<file path="src/rtl/dmem_port_arbiter_if.sv">
// Bundle of the core, DMA and memory-side signals around the shared data-memory port.
// The arbiter takes the slave modport; the requesters and memory together form the master side.
interface dmem_port_arbiter_if #(
    parameter int ADDR_WIDTH = 14
);
    logic                  cpu_req_valid;
    logic                  cpu_req_ready;
    logic [31:0]           cpu_req_addr;
    logic [3:0]            cpu_req_we;
    logic [31:0]           cpu_req_wdata;
    logic                  cpu_resp_valid;
    logic [31:0]           cpu_resp_data;

    logic                  dma_req_valid;
    logic                  dma_req_ready;
    logic [31:0]           dma_req_addr;
    logic [3:0]            dma_req_we;
    logic [31:0]           dma_req_wdata;
    logic                  dma_resp_valid;
    logic [31:0]           dma_resp_data;

    logic                  mem_en;
    logic [3:0]            mem_we;
    logic [ADDR_WIDTH-1:0] mem_addr;
    logic [31:0]           mem_din;
    logic [31:0]           mem_dout;

    modport slave (
        input  cpu_req_valid, cpu_req_addr, cpu_req_we, cpu_req_wdata,
        output cpu_req_ready, cpu_resp_valid, cpu_resp_data,
        input  dma_req_valid, dma_req_addr, dma_req_we, dma_req_wdata,
        output dma_req_ready, dma_resp_valid, dma_resp_data,
        output mem_en, mem_we, mem_addr, mem_din,
        input  mem_dout
    );

    modport master (
        output cpu_req_valid, cpu_req_addr, cpu_req_we, cpu_req_wdata,
        input  cpu_req_ready, cpu_resp_valid, cpu_resp_data,
        output dma_req_valid, dma_req_addr, dma_req_we, dma_req_wdata,
        input  dma_req_ready, dma_resp_valid, dma_resp_data,
        input  mem_en, mem_we, mem_addr, mem_din,
        output mem_dout
    );
endinterface

</file>
<file path="src/rtl/dmem_port_arbiter.sv">
// Two-requester arbiter for the single-ported data memory: core has priority,
// a streak counter forces a DMA grant so the loader cannot be starved.
module dmem_port_arbiter #(
    parameter int ADDR_WIDTH   = 14,
    parameter int STARVE_LIMIT = 4
) (
    input logic               clk,
    input logic               rst,
    dmem_port_arbiter_if.slave bus
);
    localparam logic [3:0] LIMIT = 4'(STARVE_LIMIT);

    logic [3:0] streak;
    logic       force_dma;
    logic       cpu_gnt;
    logic       dma_gnt;
    logic       pend_cpu;
    logic       pend_dma;
    logic       granted_read;

    assign force_dma         = (streak >= LIMIT);
    assign bus.cpu_req_ready = !(force_dma && bus.dma_req_valid);
    assign bus.dma_req_ready = !bus.cpu_req_valid || force_dma;
    assign cpu_gnt           = bus.cpu_req_valid && bus.cpu_req_ready;
    assign dma_gnt           = bus.dma_req_valid && bus.dma_req_ready && !cpu_gnt;

    always_comb begin
        bus.mem_en   = cpu_gnt || dma_gnt;
        bus.mem_we   = 4'h0;
        bus.mem_addr = bus.cpu_req_addr[ADDR_WIDTH+1:2];
        bus.mem_din  = bus.cpu_req_wdata;
        granted_read = 1'b0;
        if (cpu_gnt) begin
            bus.mem_we   = bus.cpu_req_we;
            granted_read = (bus.cpu_req_we == 4'h0);
        end else if (dma_gnt) begin
            bus.mem_we   = bus.dma_req_we;
            bus.mem_addr = bus.dma_req_addr[ADDR_WIDTH+1:2];
            bus.mem_din  = bus.dma_req_wdata;
            granted_read = (bus.dma_req_we == 4'h0);
        end
    end

    // Streak saturates at the limit; any DMA grant or idle DMA side clears it.
    always_ff @(posedge clk) begin
        if (rst) begin
            streak <= 4'd0;
        end else if (cpu_gnt && bus.dma_req_valid) begin
            streak <= (streak >= LIMIT) ? LIMIT : streak + 4'd1;
        end else if (dma_gnt || !bus.dma_req_valid) begin
            streak <= 4'd0;
        end
    end

    always_ff @(posedge clk) begin
        if (rst) begin
            pend_cpu <= 1'b0;
            pend_dma <= 1'b0;
        end else begin
            pend_cpu <= granted_read && cpu_gnt;
            pend_dma <= granted_read && dma_gnt;
        end
    end

    // Masking with rst drops a read that is still in flight when reset arrives.
    assign bus.cpu_resp_valid = pend_cpu && !rst;
    assign bus.dma_resp_valid = pend_dma && !rst;
    assign bus.cpu_resp_data  = bus.cpu_resp_valid ? bus.mem_dout : 32'h0;
    assign bus.dma_resp_data  = bus.dma_resp_valid ? bus.mem_dout : 32'h0;

    logic unused_addr_bits;
    assign unused_addr_bits = ^{bus.cpu_req_addr[1:0], bus.cpu_req_addr[31:ADDR_WIDTH+2],
                                bus.dma_req_addr[1:0], bus.dma_req_addr[31:ADDR_WIDTH+2]};
endmodule

</file>
<file path="src/flat_wrapper.sv">
// flat-port wrapper written by rule: the top's interface ports become plain ports
module dmem_port_arbiter_flat 
#(
    parameter int ADDR_WIDTH   = 14,
    parameter int STARVE_LIMIT = 4
)
  (clk, rst, bus_cpu_req_valid, bus_cpu_req_addr, bus_cpu_req_we, bus_cpu_req_wdata, bus_cpu_req_ready, bus_cpu_resp_valid, bus_cpu_resp_data, bus_dma_req_valid, bus_dma_req_addr, bus_dma_req_we, bus_dma_req_wdata, bus_dma_req_ready, bus_dma_resp_valid, bus_dma_resp_data, bus_mem_en, bus_mem_we, bus_mem_addr, bus_mem_din, bus_mem_dout);
  dmem_port_arbiter_if #(.ADDR_WIDTH(ADDR_WIDTH)) bus_i ();
  input logic clk;
  input logic rst;
  input wire logic [$bits(bus_i.cpu_req_valid)-1:0] bus_cpu_req_valid;
  input wire logic [$bits(bus_i.cpu_req_addr)-1:0] bus_cpu_req_addr;
  input wire logic [$bits(bus_i.cpu_req_we)-1:0] bus_cpu_req_we;
  input wire logic [$bits(bus_i.cpu_req_wdata)-1:0] bus_cpu_req_wdata;
  output wire logic [$bits(bus_i.cpu_req_ready)-1:0] bus_cpu_req_ready;
  output wire logic [$bits(bus_i.cpu_resp_valid)-1:0] bus_cpu_resp_valid;
  output wire logic [$bits(bus_i.cpu_resp_data)-1:0] bus_cpu_resp_data;
  input wire logic [$bits(bus_i.dma_req_valid)-1:0] bus_dma_req_valid;
  input wire logic [$bits(bus_i.dma_req_addr)-1:0] bus_dma_req_addr;
  input wire logic [$bits(bus_i.dma_req_we)-1:0] bus_dma_req_we;
  input wire logic [$bits(bus_i.dma_req_wdata)-1:0] bus_dma_req_wdata;
  output wire logic [$bits(bus_i.dma_req_ready)-1:0] bus_dma_req_ready;
  output wire logic [$bits(bus_i.dma_resp_valid)-1:0] bus_dma_resp_valid;
  output wire logic [$bits(bus_i.dma_resp_data)-1:0] bus_dma_resp_data;
  output wire logic [$bits(bus_i.mem_en)-1:0] bus_mem_en;
  output wire logic [$bits(bus_i.mem_we)-1:0] bus_mem_we;
  output wire logic [$bits(bus_i.mem_addr)-1:0] bus_mem_addr;
  output wire logic [$bits(bus_i.mem_din)-1:0] bus_mem_din;
  input wire logic [$bits(bus_i.mem_dout)-1:0] bus_mem_dout;
  assign bus_i.cpu_req_valid = bus_cpu_req_valid;
  assign bus_i.cpu_req_addr = bus_cpu_req_addr;
  assign bus_i.cpu_req_we = bus_cpu_req_we;
  assign bus_i.cpu_req_wdata = bus_cpu_req_wdata;
  assign bus_cpu_req_ready = bus_i.cpu_req_ready;
  assign bus_cpu_resp_valid = bus_i.cpu_resp_valid;
  assign bus_cpu_resp_data = bus_i.cpu_resp_data;
  assign bus_i.dma_req_valid = bus_dma_req_valid;
  assign bus_i.dma_req_addr = bus_dma_req_addr;
  assign bus_i.dma_req_we = bus_dma_req_we;
  assign bus_i.dma_req_wdata = bus_dma_req_wdata;
  assign bus_dma_req_ready = bus_i.dma_req_ready;
  assign bus_dma_resp_valid = bus_i.dma_resp_valid;
  assign bus_dma_resp_data = bus_i.dma_resp_data;
  assign bus_mem_en = bus_i.mem_en;
  assign bus_mem_we = bus_i.mem_we;
  assign bus_mem_addr = bus_i.mem_addr;
  assign bus_mem_din = bus_i.mem_din;
  assign bus_i.mem_dout = bus_mem_dout;
  dmem_port_arbiter #(.ADDR_WIDTH(ADDR_WIDTH), .STARVE_LIMIT(STARVE_LIMIT)) u_core (.clk(clk), .rst(rst), .bus(bus_i));
endmodule
</file>
<file path="config.mk">
export PLATFORM = sky130hd
export DESIGN_NAME = dmem_port_arbiter_flat
export DESIGN_NICKNAME = d
export VERILOG_FILES = /design/src/rtl/dmem_port_arbiter_if.sv /design/src/rtl/dmem_port_arbiter.sv /design/src/flat_wrapper.sv
export SDC_FILE = /design/constraint.sdc
export NUM_CORES = 1
export LEC_CHECK = 0
export CAP_MARGIN = 20
export CORE_AREA = 2 2 114 116
export DETAILED_ROUTE_END_ITERATION = 7
export DIE_AREA = 0 0 116 118
export SLEW_MARGIN = 20
export SYNTH_ARGS = -nofsm -noshare
export SYNTH_HDL_FRONTEND = slang
export SYNTH_SLANG_ARGS = --single-unit
export TNS_END_PERCENT = 30
</file>
<file path="constraint.sdc">
create_clock -name clk -period 3.7 [get_ports clk]
set_clock_uncertainty 0.1 [all_clocks]
set_input_delay 0.74 -clock clk [delete_from_list [all_inputs] [get_ports clk]]
set_output_delay 0.74 -clock clk [all_outputs]
set_load 0.05 [all_outputs]
</file>
**Yosys cells after proc, flatten, opt, wreduce, memory -nomap -nowiden**

Index checks and enable logic that the tools add are counted.

- Output and inout bits: 119
- Register bits after elaboration: 6
- Logic and storage cells: 38
- Input bits: 172

- $add $sub $neg: 1
- Muxes and demuxes: 13
- Magnitude comparators: 1
- Reduce and logical (&&, ||, !) cells: 20

Operators by type and width:

| kind | number |
|---|---|
| two-way mux 32 bit | 4 |
| two-way mux 14 bit | 2 |
| two-way mux 4 bit | 5 |
| logical AND 1 bit | 9 |
| zero test 4 bit | 2 |
| zero test 1 bit | 5 |
| adder 4 x 1 -> 4 bit (second input constant) | 1 |
| greater-or-equal comparator 4 x 3 -> 1 bit (second input constant) | 1 |
| logical OR 1 bit | 3 |
| two-way mux 1 bit | 2 |
| nonzero test 2 bit | 1 |

**Logic depth before layout (Yosys ltp)**

Gate-level depths: netlist (run 1).

- Depth after elaboration: 9
- Depth in mapped cells: 5
- Depth with buffers taken out: 3

**Least setup slack after synthesis (run 1)**

OpenSTA, ideal clock, no wires.

- Kind: input port to output port
- Start: input rst
- End: output bus_cpu_resp_data[21]
- Required time: 2.860 ns
- Arrival: 2.071 ns
- Stages on the path: 3
- Buffers on the path: 1
- Path slack: 0.789 ns
- Cells stage by stage: nor2b_1 -> clkbuf_1 -> and2_1

- Cells in the longest elaborated chain, start to end: 3

Ends and longest elaborated chain:

| item | RTL line | source |
|---|---|---|
| start, declared | flat_wrapper.sv:10 | `input logic rst;` |
| zero test 1 bit | dmem_port_arbiter.sv:66 | `assign bus.cpu_resp_valid = pend_cpu && !rst;` |
| logical AND 1 bit | dmem_port_arbiter.sv:66 |  |
| net bus_cpu_resp_valid | flat_wrapper.sv:16 | `output wire logic [$bits(bus_i.cpu_resp_valid)-1:0] bus_cpu_resp_valid;` |
| two-way mux 32 bit | dmem_port_arbiter.sv:68 | `assign bus.cpu_resp_data = bus.cpu_resp_valid ? bus.mem_dout : 32'h0;` |
| end, declared | flat_wrapper.sv:17 | `output wire logic [$bits(bus_i.cpu_resp_data)-1:0] bus_cpu_resp_data;` |

The timed path passes the listed nets, and every way through them passes these cells.

**Worst setup path in the final report (run 1)**

- Start: input bus_cpu_req_valid
- End: output bus_mem_addr[13]

- Cells in the longest elaborated chain, start to end: 6
- Elaborated cells on any way between the ends: 8
- Those cells by class: 2 x mux; 6 x reduce/logical

Ends and longest elaborated chain:

| item | RTL line | source |
|---|---|---|
| start, declared | flat_wrapper.sv:11 | `input wire logic [$bits(bus_i.cpu_req_valid)-1:0] bus_cpu_req_valid;` |
| zero test 1 bit | dmem_port_arbiter.sv:23 | `assign bus.dma_req_ready = !bus.cpu_req_valid \|\| force_dma;` |
| logical OR 1 bit | dmem_port_arbiter.sv:23 |  |
| logical AND 1 bit (2 in a row) | dmem_port_arbiter.sv:25 | `assign dma_gnt = bus.dma_req_valid && bus.dma_req_ready && !cpu_gnt;` |
| two-way mux 14 bit | dmem_port_arbiter.sv:36 | `end else if (dma_gnt) begin` |
| two-way mux 14 bit * | dmem_port_arbiter.sv:33 | `if (cpu_gnt) begin` |
| end, declared | flat_wrapper.sv:27 | `output wire logic [$bits(bus_i.mem_addr)-1:0] bus_mem_addr;` |

Mark *: on every way between the ends. The rest lies on a longest branch, timed or not.

==> out/results.ini, run 1 <==
[drt]
ant_nets=0
drt_iter0_markers=127
drc=0
drt-pass1-iter-count=4
drt-wirelength-per-cell_um=15.0
wl_um=10800
vias=3249
vias_per_cell=4.51

[clock_tree]
cts_tree=built
clk_latency_ns=0.23
cts_setup_buffers=0
clock-sinks=6
clockBufferDepth=2
hold_buffers=0
cts_root_buf=clkbuf_16
cts_buffers=3
post_cts_resized=0
clk_pin_slew_ns=0.03
htreeDepth=1

[global_routing]
antenna_found_initial=1
grtUsageTotal_pct=14.8
grt_overflow=0
grt_pass1_wl_um=16400
grt_max_degree=75
grt_pass1_vias=3142

[worst_setup_path]
critPathCaptureType=output port
rrSetupSlack_ns=2.25
crit_type=input pin to output port
cp.required_ns=2.86
crit_path_start=bus_cpu_req_valid
cp-start-kind=input pin
crit_fanout=52
cp.arrival_ns=2.13
rr_startpoint=u_core.streak[3]$_SDFFE_PP0P_

[final_layout]
final_cells=720
fin_util_pct=44.2
area_delta_synth_final_pct=145
drive_above_1_share_pct=25.0
final_common_cell=clkdlybuf4s50_1
final_nets=723
fin_area_mm2=0.00548
diodes=0
mostFrequentLayoutCells=clkdlybuf4s50_1 (135), buf_12 (67), and2_1 (64), buf_4 (58), nand2_1 (54)

[pwr]
power_density_mw_per_mm2=152
irDropWorstVdd_uv=109
p_leak_nw=2.09

[timing]
fin_crit_sh_pct=80.2
finalHoldViolations=0
period_minus_slack_ns=2.97
maxSlewViolCount=0
fin_tns_setup_ns=0
worst_slew_pin_slew_ns=0.588
fmax_mhz=337
rsz0062_at_grt=false
timing.slew.headroom_pct=60.8
setup_viol=0

[placement]
gp_congestion=0.731
dp_cells=717
port_buffers=254
place_area_mm2=0.00541
dp_hpwl_um=8810

[floorplan]
num_rows=41
coreArea_mm2=0.0124
die_area_mm2=0.0137
die_x_um=116
start_util_pct=18.1
ioPinCount=291
die_h_um=118

[synth]
syn_area_per_cell_um2=7.01
synth.cell_area_mm2=0.00224
synth_cells=320
yosys_register_bits=6
yosys_warnings=0
ys_types=25
syn_nets=493
synth-seq-area-share_pct=5.36

[worst_hold_path]
hp-class=flop to flop
holdCritStartpoint=u_core.streak[0]$_SDFFE_PP0P_

[job]
cap_viol_max_count=0

[outcome]
outcome=finished, final reports clean

## kinds of logic after synthesis
kind of cell | count (synthesis) | share of synthesized area [%]
simple gates | 222 | 67.3
compound gates | 51 | 18.0
buf+inv | 39 | 8.65
flops | 6 | 5.36
fa+ha+maj | 1 | 0.558
other cells | 1 | 0.167
## path summary, 6_finish.rpt
path / cells past startpoint / to
max: 5 / bus_mem_addr[13]
min: 1 / u_core.streak[0]$_SDFFE_PP0P_
max reg2reg: 4 / u_core.pend_dma$_SDFF_PP0_
min reg2reg: 1 / u_core.streak[0]$_SDFFE_PP0P_
## critical path, cell delays in order
cell      delay [ns]
buf_2           0.34
nor3b_4         0.33
buf_12          0.29
o211ai_1        0.18
buf_4           0.22
## sequential cells by signal, indices dropped and copies added (netlist names)
signal           flops
u_core.pend_dma      1
u_core.streak        4
u_core.pend_cpu      1
## report_power, final
group,total (W),switching [W],internal [W],leakage (nW)
Sequential,0.0000667,0.000000474,0.0000662,0.0488
Clock,0.000175,0.0000360,0.000139,0.0370
Combinational,0.000593,0.000332,0.000262,2.01
## synthesized netlist by cell type (all sizes together)
master | instances | area, um^2
or4 | 1 | 7.51
nand2b | 46 | 288
inv | 2 | 7.51
dfxtp | 6 | 120
and4 | 1 | 8.76
conb | 1 | 3.75
clkbuf | 24 | 90.1
or2 | 1 | 6.26
nor4 | 1 | 6.26
nor2b | 3 | 18.8
o21a | 1 | 7.51
nand2 | 54 | 203
o22ai | 4 | 25.0
or4b | 1 | 10.0
nor3b | 1 | 18.8
and3 | 1 | 6.26
and2 | 64 | 400
nand4bb | 46 | 518
buf | 13 | 96.3
ha | 1 | 12.5
nor4b | 1 | 8.76
o211ai | 46 | 370
and3b | 1 | 8.76
## metal layers
| layer | global-route usage (%) | wire length, um | vias to the layer above | share of wire, % |
|---|---|---|---|---|
| met2 | 28.2 | 5590 | 178 | 52 |
| met3 | 3.50 | 1060 | 8 | 9.8 |
| met5 | 0 | 13 | - | 0.12 |
| met4 | 3.72 | 116 | 2 | 1.1 |
| met1 | 16.1 | 4040 | 1468 | 37 |
| li1 | - | - | 1593 | - |
## cell type report
type / instances / area (um^2)
multi-input cells: 275 / 1930
flip-flops and latches: 6 / 120
clock buffers: 3 / 75.1
well taps: 172 / 215
fillers: 1259 / 6930
inverters: 2 / 7.51
repair buffers: 262 / 3140
## stage by stage
step / hold slack, ns / setup slack [ns] / power, W
2_1_floorplan: 0.403 / 0.789 / 0.000394
5_1_grt: 0.465 / 0.640 / 0.000874
4_1_cts: 0.440 / 0.708 / 0.000844
6_report: 0.439 / 0.734 / 0.000834
3_5_place_dp: 0.434 / 0.710 / 0.000666
3_3_place_gp: 0.415 / 0.738 / 0.000660
Power figures use the tool's default switching activity.
==> run 2, diff against run 1 <==
--- a/config.mk
+++ b/config.mk
@@ -6,9 +6,10 @@
 export NUM_CORES = 1
 export LEC_CHECK = 0
 export CAP_MARGIN = 20
-export CORE_AREA = 2 2 114 116
+export CORE_AREA = 2 2 112 114
 export DETAILED_ROUTE_END_ITERATION = 7
-export DIE_AREA = 0 0 116 118
+export DIE_AREA = 0 0 114 116
+export PLACE_DENSITY = 0.65
 export SLEW_MARGIN = 20
 export SYNTH_ARGS = -nofsm -noshare
 export SYNTH_HDL_FRONTEND = slang
==> constraint.sdc (replaced) <==
create_clock -name clk -period 2.7 [get_ports clk]
set_clock_uncertainty 0.1 [all_clocks]
set_input_delay 0.54 -clock clk [delete_from_list [all_inputs] [get_ports clk]]
set_output_delay 0.54 -clock clk [all_outputs]
set_load 0.05 [all_outputs]
==> out/results.ini, run 2 (synthesized netlist as in run 1, its figures left out) <==
[timing]
maxSlewViolCount=0  ; unchanged
holdWs_ns=0.444  ; +0.00557 ns
worst_slack_ns=0.226  ; -0.508 ns
period_minus_slack_ns=2.47
worst_slew_pin_slew_ns=0.544  ; -0.0441 ns
timing.slew.headroom_pct=63.7  ; +2.9 points
fmax_mhz=404
fin_tns_setup_ns=0  ; unchanged
setup_viol=0  ; unchanged
rsz0062_at_grt=false
finalHoldViolations=0  ; unchanged
fin_crit_sh_pct=91.6

[worst_setup_path]
cp.required_ns=2.06  ; -0.80 ns
crit_type=input pin to output port
cp-start-kind=input pin
critPathCaptureType=output port
crit_fanout=33  ; -37%
cp.arrival_ns=1.83  ; -0.30 ns

[global_routing]
grtUsageTotal_pct=16.0  ; +1.2 points
grt_overflow=0  ; unchanged
grt_pass1_vias=3264  ; +3.9%
grt_pass1_wl_um=17100  ; +4.0%
grt_max_degree=94  ; +25%
antenna_found_initial=0  ; -1

[pwr]
combinationalPowerShare_pct=71.1  ; about the same
power_w=0.00115  ; +37%
power_density_mw_per_mm2=209  ; +37%
pwr-share-clk_pct=20.8  ; about the same
seq_power_share_pct=8.1  ; about the same
irDropWorstVdd_uv=151  ; +38%
swShare_pct=44.0  ; -0.064 points
p_leak_nw=2.11  ; +0.84%
switching_power_w=0.000505  ; +37%
p_int_w=0.000641  ; +37%

[floorplan]
num_rows=40  ; -2.4%
die_h_um=116  ; -1.7%
ioPinCount=291  ; unchanged
die_area_mm2=0.0132  ; -3.4%
die_x_um=114  ; -1.7%
coreArea_mm2=0.0119  ; -4.1%
start_util_pct=18.8  ; +0.76 points

[drt]
vias=3241  ; -0.25%
drc=0  ; unchanged
wl_um=11100  ; +2.2%
drt_iter0_markers=143  ; +13%
drt-wirelength-per-cell_um=15.9  ; +5.7%
ant_nets=0  ; unchanged
vias_per_cell=4.66  ; +3.2%
drt-pass1-iter-count=6  ; +2

[worst_hold_path]
hp-class=flop to flop

[clock_tree]
cts_root_buf=clkbuf_16
clockBufferDepth=2  ; unchanged
clk_pin_slew_ns=0.03  ; about the same
cts_buffers=3  ; unchanged
post_cts_resized=0  ; unchanged
clk_latency_ns=0.23  ; about the same
cts_tree=built
htreeDepth=1  ; unchanged
hold_buffers=0  ; unchanged
clock-sinks=6  ; unchanged
cts_setup_buffers=0  ; unchanged

[final_layout]
regMostFlops=u_core.streak
area_delta_synth_final_pct=145
drive_above_1_share_pct=25.5  ; +0.50 points
final_common_cell=clkdlybuf4s50_1
reg.largest.list=u_core.streak x4, u_core.pend_cpu x1, u_core.pend_dma x1
fin_area_mm2=0.00549  ; +0.16%
mostFrequentLayoutCells=clkdlybuf4s50_1 (133), buf_12 (70), and2_1 (64), buf_4 (58), nand2_1 (54)
final_nets=724  ; +0.14%
diodes=0  ; unchanged
largest_reg_flops=4  ; unchanged

[placement]
port_buffers=254  ; unchanged
dp_hpwl_um=8810  ; about the same
pre_cts_slack_ns=0.195  ; -0.515 ns
gp_congestion=0.775  ; +6.1%
place_area_mm2=0.00542  ; +0.16%

[job]
cap_viol_max_count=0  ; unchanged

[outcome]
outcome=finished, final reports clean

==> run 2: power by group through the flow <==
stage          clock, W  sequential (W)  combinational, W
3_3_place_gp          0       0.0000945          0.000809
3_5_place_dp          0       0.0000944          0.000819
6_report       0.000238       0.0000929          0.000815
2_1_floorplan         0       0.0000926          0.000448
4_1_cts        0.000245       0.0000933          0.000821
5_1_grt        0.000253       0.0000932          0.000860
==> run 2: layout make-up <==
cell class / count / area (um^2)
clock buffers: 3 / 75.1
fillers: 1162 / 6420
inverters: 2 / 7.51
multi-input cells: 275 / 1930
flip-flops and latches: 6 / 120
well taps: 147 / 184
repair buffers: 263 / 3180
==> run 2: layer usage <==
metal | GRT usage, % | wire (um) | vias up
met5 | 0 | 0 | -
met4 | 2.28 | 57 | 0
met3 | 3.40 | 678 | 6
met2 | 31.5 | 6110 | 134
met1 | 17.9 | 4200 | 1505
li1 | - | - | 1596
==> run 2: worst paths after layout <==
kind	slack [ns]	cells past startpoint	from	end
setup reg to reg	1.17	4	u_core.streak[2]$_SDFFE_PP0P_	u_core.streak[2]$_SDFFE_PP0P_
setup / recovery	0.23	5	rst	bus_dma_resp_data[9]
hold / removal	0.44	1	u_core.streak[0]$_SDFFE_PP0P_	u_core.streak[0]$_SDFFE_PP0P_
hold reg to reg	0.44	1	u_core.streak[0]$_SDFFE_PP0P_	u_core.streak[0]$_SDFFE_PP0P_
==> run 2: per-stage QoR <==
step	util, %	instances
3_3_place_gp	45.5	693
3_5_place_dp	45.5	693
5_1_grt	46.1	696
4_1_cts	46.1	696
6_report	46.1	696
2_1_floorplan	-	320
==> run 2: worst max-delay path: stages <==
cell and delay, ns:
clkdlybuf4s50_1 0.48, nor2b_1 0.24, buf_12 0.21, and2_1 0.20, buf_12 0.15
